**src/rtl/serial_pair_tx_if.sv**
```systemverilog
// Operand-pair load handshake and serial output bundle for serial_pair_tx.
// master: operand source / line consumer; slave: the serializer itself.
interface serial_pair_tx_if #(
    parameter int WIDTH = 8
);
    logic             load_valid;
    logic             load_ready;
    logic [WIDTH-1:0] op_a;
    logic [WIDTH-1:0] op_b;
    logic             line1;
    logic             line2;
    logic             frame;
    logic             exp_sum;
    logic             exp_ovf;
    logic             done;

    modport master (
        output load_valid,
        output op_a,
        output op_b,
        input  load_ready,
        input  line1,
        input  line2,
        input  frame,
        input  exp_sum,
        input  exp_ovf,
        input  done
    );

    modport slave (
        input  load_valid,
        input  op_a,
        input  op_b,
        output load_ready,
        output line1,
        output line2,
        output frame,
        output exp_sum,
        output exp_ovf,
        output done
    );
endinterface

```
**src/rtl/serial_pair_tx.sv**
```systemverilog
// Serializes an operand pair LSB first on two lines, alongside the
// expected serial-adder sum bit and the final carry as overflow.
module serial_pair_tx #(
    parameter int WIDTH = 8
) (
    input logic               clock,
    input logic               reset,
    serial_pair_tx_if.slave   bus
);
    localparam int CW = $clog2(WIDTH);

    typedef enum logic [1:0] {
        IDLE  = 2'b00,
        SHIFT = 2'b01,
        DONE  = 2'b10
    } state_t;

    state_t           state;
    state_t           state_nx;
    logic [WIDTH-1:0] sh_a;
    logic [WIDTH-1:0] sh_b;
    logic             carry;
    logic [CW-1:0]    cnt;
    logic             ready;
    logic             accept;
    logic             last;
    logic             bit_a;
    logic             bit_b;

    assign accept = bus.load_valid && ready;
    assign last   = (cnt == CW'(WIDTH - 1));
    assign bit_a  = sh_a[0];
    assign bit_b  = sh_b[0];

    // State register; the unused encoding falls back to IDLE via next-state
    always_ff @(posedge clock or posedge reset) begin
        if (reset) begin
            state <= IDLE;
        end else begin
            state <= state_nx;
        end
    end

    // Next-state: one frame is WIDTH shift cycles then a single DONE cycle
    always_comb begin
        state_nx = IDLE;
        case (state)
            IDLE:    state_nx = accept ? SHIFT : IDLE;
            SHIFT:   state_nx = last ? DONE : SHIFT;
            DONE:    state_nx = IDLE;
            default: state_nx = IDLE;
        endcase
    end

    // Datapath: capture on accept, then shift and ripple the carry each bit
    always_ff @(posedge clock or posedge reset) begin
        if (reset) begin
            sh_a  <= '0;
            sh_b  <= '0;
            carry <= 1'b0;
            cnt   <= '0;
        end else begin
            case (state)
                IDLE: begin
                    if (accept) begin
                        sh_a  <= bus.op_a;
                        sh_b  <= bus.op_b;
                        carry <= 1'b0;
                        cnt   <= '0;
                    end
                end
                SHIFT: begin
                    sh_a  <= {1'b0, sh_a[WIDTH-1:1]};
                    sh_b  <= {1'b0, sh_b[WIDTH-1:1]};
                    carry <= (bit_a & bit_b) | (bit_a & carry) | (bit_b & carry);
                    cnt   <= cnt + CW'(1);
                end
                default: begin
                    sh_a  <= sh_a;
                    sh_b  <= sh_b;
                    carry <= carry;
                    cnt   <= cnt;
                end
            endcase
        end
    end

    // Outputs decoded from registered state only; ready is held low in reset
    always_comb begin
        ready       = 1'b0;
        bus.line1   = 1'b0;
        bus.line2   = 1'b0;
        bus.frame   = 1'b0;
        bus.exp_sum = 1'b0;
        bus.exp_ovf = 1'b0;
        bus.done    = 1'b0;
        case (state)
            IDLE: begin
                ready = !reset;
            end
            SHIFT: begin
                bus.frame   = 1'b1;
                bus.line1   = bit_a;
                bus.line2   = bit_b;
                bus.exp_sum = bit_a ^ bit_b ^ carry;
            end
            DONE: begin
                bus.done    = 1'b1;
                bus.exp_ovf = carry;
            end
            default: begin
                ready = 1'b0;
            end
        endcase
    end

    assign bus.load_ready = ready;

endmodule

```
**src/flat_wrapper.sv**
```systemverilog
// flat-port wrapper written by rule: the top's interface ports become plain ports
module serial_pair_tx_flat 
#(
    parameter int WIDTH = 8
)
  (clock, reset, bus_load_valid, bus_op_a, bus_op_b, bus_load_ready, bus_line1, bus_line2, bus_frame, bus_exp_sum, bus_exp_ovf, bus_done);
  serial_pair_tx_if #(.WIDTH(WIDTH)) bus_i ();
  input logic clock;
  input logic reset;
  input wire logic [$bits(bus_i.load_valid)-1:0] bus_load_valid;
  input wire logic [$bits(bus_i.op_a)-1:0] bus_op_a;
  input wire logic [$bits(bus_i.op_b)-1:0] bus_op_b;
  output wire logic [$bits(bus_i.load_ready)-1:0] bus_load_ready;
  output wire logic [$bits(bus_i.line1)-1:0] bus_line1;
  output wire logic [$bits(bus_i.line2)-1:0] bus_line2;
  output wire logic [$bits(bus_i.frame)-1:0] bus_frame;
  output wire logic [$bits(bus_i.exp_sum)-1:0] bus_exp_sum;
  output wire logic [$bits(bus_i.exp_ovf)-1:0] bus_exp_ovf;
  output wire logic [$bits(bus_i.done)-1:0] bus_done;
  assign bus_i.load_valid = bus_load_valid;
  assign bus_i.op_a = bus_op_a;
  assign bus_i.op_b = bus_op_b;
  assign bus_load_ready = bus_i.load_ready;
  assign bus_line1 = bus_i.line1;
  assign bus_line2 = bus_i.line2;
  assign bus_frame = bus_i.frame;
  assign bus_exp_sum = bus_i.exp_sum;
  assign bus_exp_ovf = bus_i.exp_ovf;
  assign bus_done = bus_i.done;
  serial_pair_tx #(.WIDTH(WIDTH)) u_core (.clock(clock), .reset(reset), .bus(bus_i));
endmodule
```
**config.mk**
```make
export PLATFORM = sky130hd
export DESIGN_NAME = serial_pair_tx_flat
export DESIGN_NICKNAME = d
export VERILOG_FILES = /design/src/rtl/serial_pair_tx_if.sv /design/src/rtl/serial_pair_tx.sv /design/src/flat_wrapper.sv
export SDC_FILE = /design/constraint.sdc
export NUM_CORES = 1
export LEC_CHECK = 0
export ABC_AREA = 0
export BUFFER_PORTS_ARGS = -buffer_cell sky130_fd_sc_hd__clkbuf_2
export CAP_MARGIN = 20
export CORE_ASPECT_RATIO = 1.75
export CORE_MARGIN = 1.5
export CORE_UTILIZATION = 40
export DETAILED_ROUTE_END_ITERATION = 10
export PLACE_DENSITY_LB_ADDON = 0.05
export SLEW_MARGIN = 10
export SYNTH_ARGS = -nofsm -noshare
export SYNTH_HDL_FRONTEND = slang
export SYNTH_SLANG_ARGS = --single-unit
```
**constraint.sdc**
```tcl
create_clock -name clock -period 1.5 [get_ports clock]
set_clock_uncertainty 0.15 [all_clocks]
set_input_delay 0 -clock clock [delete_from_list [all_inputs] [get_ports clock]]
set_output_delay 0 -clock clock [all_outputs]
set_load 0.02 [all_outputs]
```
==> impl_results.md <==
- Distinct cells, synth: 23
- Syn nets: 110
- Worst Setup Path Type: reg2out
- Setup violations, final: 2
- Cell area after layout: 1590 µm²
- H-tree Lvls: 1
- Peak fanout along the critical path: 2
- HPWL Detailed: between 1 and 1.5 mm
- CTS Buffer Depth: 2
- VDD IR-drop max: approximately 1.1 mV
- # port buffers: 25
- DRC viols: 0
- Via count: 882
- Routability Congestion: 0.677
- Yosys reg bits: 22
- CTS sink count: 22
- Setup crit end kind: primary output
- Non-Filler Instances: 171
- Die Area: between 2000 and 3000 µm²
- CTS tree: built
- Synthesized area per cell: 11.8 µm²
- Dpl cell area: 1220 µm²
- Commonest cells in the synthesized netlist: dfrtp_1 (22), a21o_1 (13), a22o_1 (13)
- Slew headroom: 0.810
- Outcome: finished, violations left
- Tot GR Track Use: 0.167
- Max cap viols: 0
- Core ar.: between 2000 and 2500 µm²
- Startpoint Class: register
- Post-synth top area share: 0.528
- Pwr per Cell Area: 1850 nW/µm²
- Hold_ws: ~35 ps
- TritonCTS Buffers: 3
- Area leader, netlist: dfrtp_1
- Initial antenna violation count: 0
- First-pass GRT wire length: approximately 3.8 mm
- CP arrival: 1460 ps
- Final worst-path setup slack: -110 ps
- Drt pass-1 iters: 4
- Final #Nets: 168
- Clk root buf: clkbuf_8
- Drt wl/cell: 13.4 µm
- Final Util: 0.639
- FP Rows: 24
- Top FF cell, synth: dfrtp_1
- Tmin final: 1610 ps
- Area Overhead vs Synth: 52.7%
- Most common cell in the netlist: dfrtp_1
- RSZ-0062 raised after global routing: true
- Fin. max-slew vios: 0
- Number of synthesized flops with an enable pin: 0
- Largest cells by area after synthesis: dfrtp_1 (53%), a22o_1 (11%), a21o_1 (9.4%)
- Layout cell share with drive strength beyond 1: 0.393
- Total congestion overflow: 0
- Final WL: 2.30 mm
- Iteration-0 DRC Markers: 16
- # IOs: 26
- Ant. Diodes: 0
- Synth Cell Area: 1040 µm²
- Vias in the first global route: about 910
- Hold Crit Class: in2reg
- Post-DRT Antenna Nets: 0
- Worst skew pair latency: roughly 260 ps
- Die X: 41.6 µm
- Leakage Power: 0.000861 µW
- Chip height: 70.5 µm
- Starting density of the core: 0.418
- Failing checks: negative setup slack
- Mapped Cells: 88
- CP required: roughly 1400 ps
- Largest net degree at the start of global routing: 23
- Fmax: 0.621 GHz
- Seq/Total Area, Yosys: 0.528
- Final period util: 1.07
- Via density: about 5.2
- TNS Setup: -155 ps
- Cell count after placement: 142
- Clock slew at reported path FFs: 70 ps
- Final hold violations: 0
- FFs w/ async S/R, synth: 1.00
- Syn. warnings: 0
- Worst-margin pin slew: 286 ps
-- worst max-delay path: stages, from the launching register on --
cell,delay (ps)
dfrtp_1,400
fa_1,530
and2_1,130
clkbuf_8,140
-- registers in the layout (all words and copies together) (netlist names) --
signal / flops
u_core.state: 2
u_core.sh_b: 8
u_core.cnt: 3
u_core.sh_a: 8
u_core.carry: 1
-- routing by layer --
layer,share of wire,track usage,vias to the layer above
met1,0.43,0.182,431
met2,0.54,0.311,17
met5,0,0,-
met3,0.018,0.0181,4
met4,0.016,0.0789,0
li1,-,-,430
-- layout by cell type (no fill, tap or decap) --
| cell | instances |
|---|---|
| and2_1 | 2 |
| nor3_2 | 1 |
| inv_6 | 1 |
| dlygate4sd3_1 | 16 |
| buf_2 | 1 |
| buf_6 | 8 |
| nor2_4 | 2 |
| fa_1 | 1 |
| mux2_4 | 1 |
| clkbuf_2 | 20 |
| a21oi_1 | 1 |
| nand2_1 | 10 |
| nand2b_4 | 1 |
| ha_1 | 2 |
| and2_4 | 3 |
| o21bai_1 | 1 |
| dfrtp_1 | 21 |
| nor4bb_1 | 1 |
| nor4b_4 | 1 |
| buf_4 | 11 |
| a22o_1 | 13 |
| dfrtp_2 | 1 |
| o21ai_0 | 5 |
| a21o_1 | 13 |
| o2bb2ai_1 | 1 |
| clkbuf_8 | 5 |
| nor2b_4 | 1 |
| inv_1 | 1 |
-- cells by family after synthesis --
logic type	Yosys count	synth area share
multiplexers	1	0.0108
adder cells (fa/ha/maj)	3	0.0432
AO/OA/AOI/OAI	34	0.247
AND/OR/NAND/NOR	21	0.128
flip-flops	22	0.528
buffers and inverters	7	0.0420
-- power by group --
group / leakage, µW / internal (µW) / switching [µW] / total [µW]
Sequential: 0.000282 / 836 / 173 / 1010
Combinational: 0.000550 / 834 / 692 / 1530
Clock: 0.0000288 / 234 / 181 / 415
Total: 0.000861 / 1900 / 1050 / 2950
-- area by class of cell --
class	instances	area, µm²
fillers	229	901
well taps	26	32.5
repair buffers	57	452
inverters	2	12.5
multi-input cells	60	488
clock buffers	4	55.1
flip-flops and latches	22	552
-- what timing repair did --
item | 4_1_cts | 5_1_grt
cloned | 0 | 1
buffers inserted | 5 | 3
pin swaps | 2 | 5
gates resized for setup | 6 | 22
endpoints found under the hold margin | 37 | 0
hold buffers | 16 | 0
setup endpoints to repair | 18 | 19
-- per-stage QoR --
step | worst slack [ps] | total power (µW)
2_1_floorplan | 24.1 | 1810
3_3_place_gp | -55.2 | 2140
3_5_place_dp | -74.1 | 2160
4_1_cts | -113 | 2780
5_1_grt | -158 | 3170
6_report | -110 | 2950
-- path summary, 6_finish.rpt --
| kind | slack, ps | depth (start not counted) | from | end |
|---|---|---|---|---|
| max in group asynchronous | 720 | 4 | reset | u_core.state[0] |
| min in group asynchronous | 240 | 4 | reset | u_core.sh_b[7] |
| hold reg to reg | 330 | 1 | u_core.sh_b[1] | u_core.sh_b[1] |
| setup reg to reg | -40 | 4 | u_core.state[1] | u_core.cnt[0] |
| setup / recovery | -110 | 3 | u_core.sh_a[0] | bus_exp_sum |
| hold / removal | 40 | 4 | bus_op_b[6] | u_core.sh_b[6] |
No activity file was read; power rests on OpenSTA's default activity.
